### config.mk
export PLATFORM = sky130hd
export DESIGN_NAME = dmem_ctrl
export DESIGN_NICKNAME = d
export VERILOG_FILES = /design/src/rtl/dmem_pkg.sv /design/src/rtl/dmem_timer.sv /design/src/rtl/dmem_ctrl.sv
export SDC_FILE = /design/constraint.sdc
export NUM_CORES = 1
export LEC_CHECK = 0
export CORE_ASPECT_RATIO = 0.9
export CORE_MARGIN = 1.5
export CORE_UTILIZATION = 25
export DETAILED_ROUTE_END_ITERATION = 8
export GPL_TIMING_DRIVEN = 0
export PLACE_DENSITY = 0.62
export SETUP_SLACK_MARGIN = 0.3
export SLEW_MARGIN = 20
export SYNTH_ARGS = -nofsm -noshare
export SYNTH_HDL_FRONTEND = slang
export SYNTH_SLANG_ARGS = --single-unit
### constraint.sdc
create_clock -name clk -period 2.14 [get_ports clk]
set_clock_uncertainty 0.15 [all_clocks]
set_input_delay 0.428 -clock clk [delete_from_list [all_inputs] [get_ports clk]]
set_output_delay 0.428 -clock clk [all_outputs]
set_load 0.01 [all_outputs]
### src/rtl/dmem_pkg.sv
// Shared definitions for the data-memory controller.
// Holds the FSM state encoding, the default timeout and the alignment mask.
package dmem_pkg;

    typedef enum logic [1:0] {
        IDLE = 2'd0,
        BUSY = 2'd1,
        DONE = 2'd2
    } dmem_state_e;

    localparam int unsigned TIMEOUT_DEF   = 255;
    localparam logic [31:0] MISALIGN_MASK = 32'h0000_0003;

    function automatic logic is_misaligned(input logic [31:0] a);
        return |(a & MISALIGN_MASK);
    endfunction

endpackage

### src/rtl/dmem_timer.sv
// Ack-wait counter: loads to 1 when a memory access starts, counts while active.
// tc flags the cycle in which the count has reached TIMEOUT.
module dmem_timer
    import dmem_pkg::*;
#(
    parameter int unsigned TIMEOUT = TIMEOUT_DEF
) (
    input  logic clk,
    input  logic reset,
    input  logic load,
    input  logic inc,
    output logic tc
);

    localparam int W = $clog2(TIMEOUT + 2);

    logic [W-1:0] cnt;

    // Count access cycles; idle counter rests at zero.
    always_ff @(posedge clk or negedge reset) begin
        if (!reset)    cnt <= '0;
        else if (load) cnt <= W'(1);
        else if (inc)  cnt <= cnt + W'(1);
        else           cnt <= '0;
    end

    assign tc = inc && (cnt == W'(TIMEOUT));

endmodule

### src/rtl/dmem_ctrl.sv
// Data-memory controller between the datapath and a req/ack memory port.
// Optional posted write buffer enabled by defining DMEM_CTRL_WBUF_EN.
module dmem_ctrl
    import dmem_pkg::*;
#(
    parameter int unsigned TIMEOUT = TIMEOUT_DEF
) (
    input  logic        clk,
    input  logic        reset,
    input  logic        MemRead,
    input  logic        MemWrite,
    input  logic [31:0] Addr,
    input  logic [31:0] WriteData,
    output logic [31:0] ReadData,
    output logic        Stall,
    output logic        MemFault,
    output logic        mem_req,
    output logic        mem_we,
    output logic [31:0] mem_addr,
    output logic [31:0] mem_wdata,
    input  logic        mem_ack,
    input  logic [31:0] mem_rdata
);

    dmem_state_e state, state_nx;

    logic        req, mis, idle, busy;
    logic        fault_now, go_busy, post;
    logic        done_ok, done_to;
    logic        drain_ack, drain_to;
    logic        wb_full;
    logic        tc;
    logic        fault_q;
    logic [31:0] rd_q;

    assign req       = MemRead | MemWrite;
    assign mis       = is_misaligned(Addr);
    assign idle      = (state == IDLE);
    assign busy      = (state == BUSY);
    assign fault_now = idle & req & mis;

`ifdef DMEM_CTRL_WBUF_EN
    assign post    = idle & req & ~mis & ~wb_full & MemWrite;
    assign go_busy = idle & req & ~mis & ~wb_full & ~MemWrite;

    // One-entry posted store: full from capture until drain ack/timeout.
    always_ff @(posedge clk or negedge reset) begin
        if (!reset)                     wb_full <= 1'b0;
        else if (post)                  wb_full <= 1'b1;
        else if (drain_ack | drain_to)  wb_full <= 1'b0;
    end
`else
    assign post    = 1'b0;
    assign wb_full = 1'b0;
    assign go_busy = idle & req & ~mis;
`endif

    assign done_ok   = busy & mem_ack;
    assign done_to   = busy & tc & ~mem_ack;
    assign drain_ack = wb_full & mem_ack;
    assign drain_to  = wb_full & tc & ~mem_ack;

    dmem_timer #(.TIMEOUT(TIMEOUT)) u_timer (
        .clk   (clk),
        .reset (reset),
        .load  (go_busy | post),
        .inc   (busy | wb_full),
        .tc    (tc)
    );

    // Next-state decode for the blocking access sequence.
    always_comb begin
        state_nx = state;
        unique case (state)
            IDLE:    if (go_busy) state_nx = BUSY;
            BUSY:    if (done_ok | done_to) state_nx = DONE;
            DONE:    state_nx = IDLE;
            default: state_nx = IDLE;
        endcase
    end

    // State register.
    always_ff @(posedge clk or negedge reset) begin
        if (!reset) state <= IDLE;
        else        state <= state_nx;
    end

    // Memory-side request registers, held stable for the whole access.
    always_ff @(posedge clk or negedge reset) begin
        if (!reset) begin
            mem_req   <= 1'b0;
            mem_we    <= 1'b0;
            mem_addr  <= '0;
            mem_wdata <= '0;
        end else if (go_busy | post) begin
            mem_req   <= 1'b1;
            mem_we    <= MemWrite;
            mem_addr  <= Addr;
            mem_wdata <= WriteData;
        end else if (done_ok | done_to | drain_ack | drain_to) begin
            mem_req   <= 1'b0;
        end
    end

    // Load result: captured on load ack, zeroed on timeout or misalign.
    always_ff @(posedge clk or negedge reset) begin
        if (!reset)                 rd_q <= '0;
        else if (done_ok & ~mem_we) rd_q <= mem_rdata;
        else if (done_to)           rd_q <= '0;
        else if (fault_now)         rd_q <= '0;
    end

    // Timeout fault shows up as a one-cycle pulse after the access ends.
    always_ff @(posedge clk or negedge reset) begin
        if (!reset) fault_q <= 1'b0;
        else        fault_q <= done_to | drain_to;
    end

    assign ReadData = fault_now ? '0 : rd_q;
    assign MemFault = reset & (fault_now | fault_q);
    assign Stall    = reset & ((idle & req & ~mis & ~post) | busy);

endmodule

==> results.md <==
- The number of antenna diodes in the final layout is 0.
- Setup repair after global routing could not meet its margin everywhere.
- The layout cell share with drive strength beyond 1 is 41.0%.
- The count of warnings emitted by yosys is 0.
- The remaining antenna violation count is 0.
- The flop-to-flop setup slack is -0.12 ns.
- The cell count after placement is 813.
- The total routing resource utilization after global routing is 14.6%.
- The final number of setup-violating endpoints is 89.
- Using the TritonRoute via totals, the vias-per-cell ratio works out to 4.30.
- The CTS buffer count is 9.
- The post-synthesis average cell area is 12.0 um2.
- The initial core utilization is 25.5%.
- The library cell used as clock root buffer is sky130_fd_sc_hd__clkbuf_16.
- The least setup slack across all paths after layout is -0.351 ns.
- Clock latency on the worst-skew pair, taken at its later pin, is 0.34 ns.
- The endpoint identified for the worst register-to-register timing path is mem_addr[29].
- The achievable clock frequency is 401 MHz.
- Detailed placement finished with a half-perimeter wire length of 9100 um.
- The die span in y is 130 um.
- Port buffering added 200 buffers.
- The number of H-tree levels is 3.
- Entering global routing, the biggest net connects 78 pins.
- Of all nets on the critical path, the largest fanout is 2.
- The area added between synthesis and finish is 94.9%.
- The core region is 0.0176 mm2.
- The filler-free cell count of the finished design is 887.
- The final global-route overflow total is 0.
- The total die area is 0.0187 mm2.
- The count of endpoints failing hold in the final timing report came to 43.
- The number of top-level pins is 201.
- For the final routed database, the setup TNS stands at -10.71 ns.
- Measured along the x axis, the die boundary spans 144 um.
- After technology mapping, the gate count stands at 372.
- The number of remaining DRC errors is 0.
- The finished cells cover 0.00871 mm2.
- Across the run, the number of max-cap violations was 0.
- The number of unique standard cell types used by synthesis is 30.
- For this run, the post-layout net count is 745.
- The average routed wire per standard cell is 16.3 um.
- The startpoint of the most critical register-to-register path is state[0].
- The checks that failed: negative hold slack, negative setup slack.
- Summed over all layers, the routed wires come to 14400 um.
- The number of global-route vias before repair came to 3944.
- For this design the ratio of total power to cell area is 813 mW/mm2.
- The number of cells on the worst reg-to-reg path is 8.
- TritonCTS built the clock tree.
- The worst setup path is captured at a primary output.
- The net count after synthesis is 475.
- In this run, the number of DRC markers left after iteration 0 of detailed routing was 114.
- For this block, the via count after detailed routing is 3815.
- The final number of max-transition violations is 0.
- STA classifies the critical path startpoint as a primary input.
- The class of the most critical setup path is primary input to primary output.
- Leaving out fill and tap cells, the most frequent cells in the layout are 108 x sky130_fd_sc_hd__dfrtp_1, 95 x sky130_fd_sc_hd__clkdlybuf4s50_1, 53 x sky130_fd_sc_hd__mux2_4.
- The final hold slack is -0.0579 ns.
- Subtracting the final worst setup slack from the clock period gives 2.49 ns.
- At the pin with the least slew margin, the transition time is 0.570 ns.
- The flow ran to the end, but the final reports show violations.
- The most common cell after layout, fill and taps aside is sky130_fd_sc_hd__dfrtp_1.
- The register area share after synthesis is 61.6%.
- The analysis attributes to cell leakage a power of 4.25 nW.
- In this run the tightest slew margin relative to its limit is 62.0%.
- The first TritonRoute pass finished after 4 iterations.
- The mapped netlist covers 0.00447 mm2.
- The first global-routing pass estimated 21000 um of wire.
- The area after detailed placement is 0.00684 mm2.
- The final RePlAce weighted congestion is 0.727.
- Data on the critical path is required at its endpoint by 1.56 ns.
- The worst IR drop on VDD is 0.388 mV.
- The initial antenna violation count is 0.
- The path type of the worst min-delay path is primary input to asynchronous set/reset pin.
- The tree built by TritonCTS fans out to 110 sinks.
- In the finished design, the share of the clock period the worst path needs comes to 116%.
- After clock tree synthesis, the clock-pin slew on the worst setup and hold paths is 0.07 ns.
- After floorplanning, the core was divided into 46 placement rows.
- Counting along the longest clock path gives a buffer depth of 2.
- The data arrival at the endpoint of the critical path is 1.91 ns.
- Synthesis inferred 110 register bits.
-- Yosys cell counts, drive strengths merged --
cell type,n,area share (%)
nor3,1,0.11
or3,2,0.28
clkbuf,13,1.1
buf,10,1.3
xnor2,1,0.20
or4,1,0.17
a211oi,1,0.17
nor4,1,0.14
o21ai,3,0.34
a21boi,1,0.17
nor2,40,3.4
inv,34,2.9
or4b,1,0.22
dfrtp,110,62
o21a,1,0.17
nand3,3,0.34
nor2b,1,0.14
and2,3,0.42
nor3b,1,0.17
ha,2,0.56
nand2,38,3.2
nand2b,1,0.14
nor4bb,1,0.22
o31ai,33,5.5
xor2,2,0.39
a21oi,4,0.45
mux2,63,16
-- where the power goes --
part	internal, mW	total (mW)	switching [mW]
logic	1.48	2.46	0.978
clock network	1.14	1.91	0.768
registers	2.49	2.71	0.217
-- critical path, stage by stage --
cell and delay [ns]:
sky130_fd_sc_hd__dlygate4sd2_1 0.25, sky130_fd_sc_hd__nor2_4 0.15, sky130_fd_sc_hd__or4b_4 0.48, sky130_fd_sc_hd__buf_8 0.14, sky130_fd_sc_hd__buf_12 0.11, sky130_fd_sc_hd__buf_12 0.11
sky130_fd_sc_hd__a21boi_4 0.11, sky130_fd_sc_hd__buf_6 0.12
-- metrics by stage --
stage	worst slack, ns	total power [mW]	hold WS (ns)	utilization (%)
5_1_grt	-0.400	7.43	0.000956	49.6
6_report	-0.351	7.08	-0.0579	49.6
3_5_place_dp	-1.10	4.69	0.199	39.0
3_3_place_gp	-4.08	4.65	0.325	38.8
4_1_cts	-0.383	6.97	-0.0189	45.9
2_1_floorplan	0.0773	3.48	-0.0176	-
-- cell families (layout without fill, tap and decap cells) --
group | count (synthesis) | after routing | share of synthesized area [%]
DFF | 110 | 110 | 61.6
xor gates and xnor gates | 3 | 3 | 0.588
buffers and inverters | 57 | 332 | 5.29
and+or+nand+nor | 94 | 94 | 8.91
AOI/OAI and AO/OA | 43 | 43 | 6.83
muxes | 63 | 63 | 16.2
adders and majority gates | 2 | 2 | 0.560
-- flip-flops by register name, indices dropped and copies added, names as in the netlist --
register and flops:
mem_req 1, rd_q 32, fault_q 1, mem_addr 32, u_timer.cnt 9, mem_wdata 32, mem_we 1, state 2
-- per-layer routing --
metal	up-vias	share of wire (%)	global-route usage, %
li1	1784	-	-
met1	1937	42	18.3
met2	79	53	25.2
met3	15	3.5	2.35
met4	0	1.8	5.94
met5	-	0	0
-- how the worst max path moves through the flow --
stage                        start  endpoint  cells past startpoint
after CTS                 state[0]     Stall                      6
after floorplan            Addr[1]     Stall                      6
after global routing      state[0]     Stall                      6
after detailed placement   Addr[1]  MemFault                      7
final                      Addr[0]     Stall                      8
after global placement       reset     Stall                      3
-- cell type report --
class                           instances  area [um2]
Timing Repair Buffer                  260        2780
Inverter                               34         128
Buffer                                 22         305
Sequential cell                       110        2760
Clock buffer                           10         229
Fill cell                            1474        8850
Clock inverter                          6         110
Multi-Input combinational cell        205        2100
Tap cell                              240         300
-- what timing repair did --
item | 4_1_cts | 5_1_grt
endpoints found under the setup margin | 163 | 170
cloned | 12 | 1
hold endpoints to repair | 34 | 1
resized for setup | 324 | 141
pin swaps | 10 | 4
hold buffers | 3 | 3
setup buffers | 22 | 18
Power figures use the tool's default switching activity.
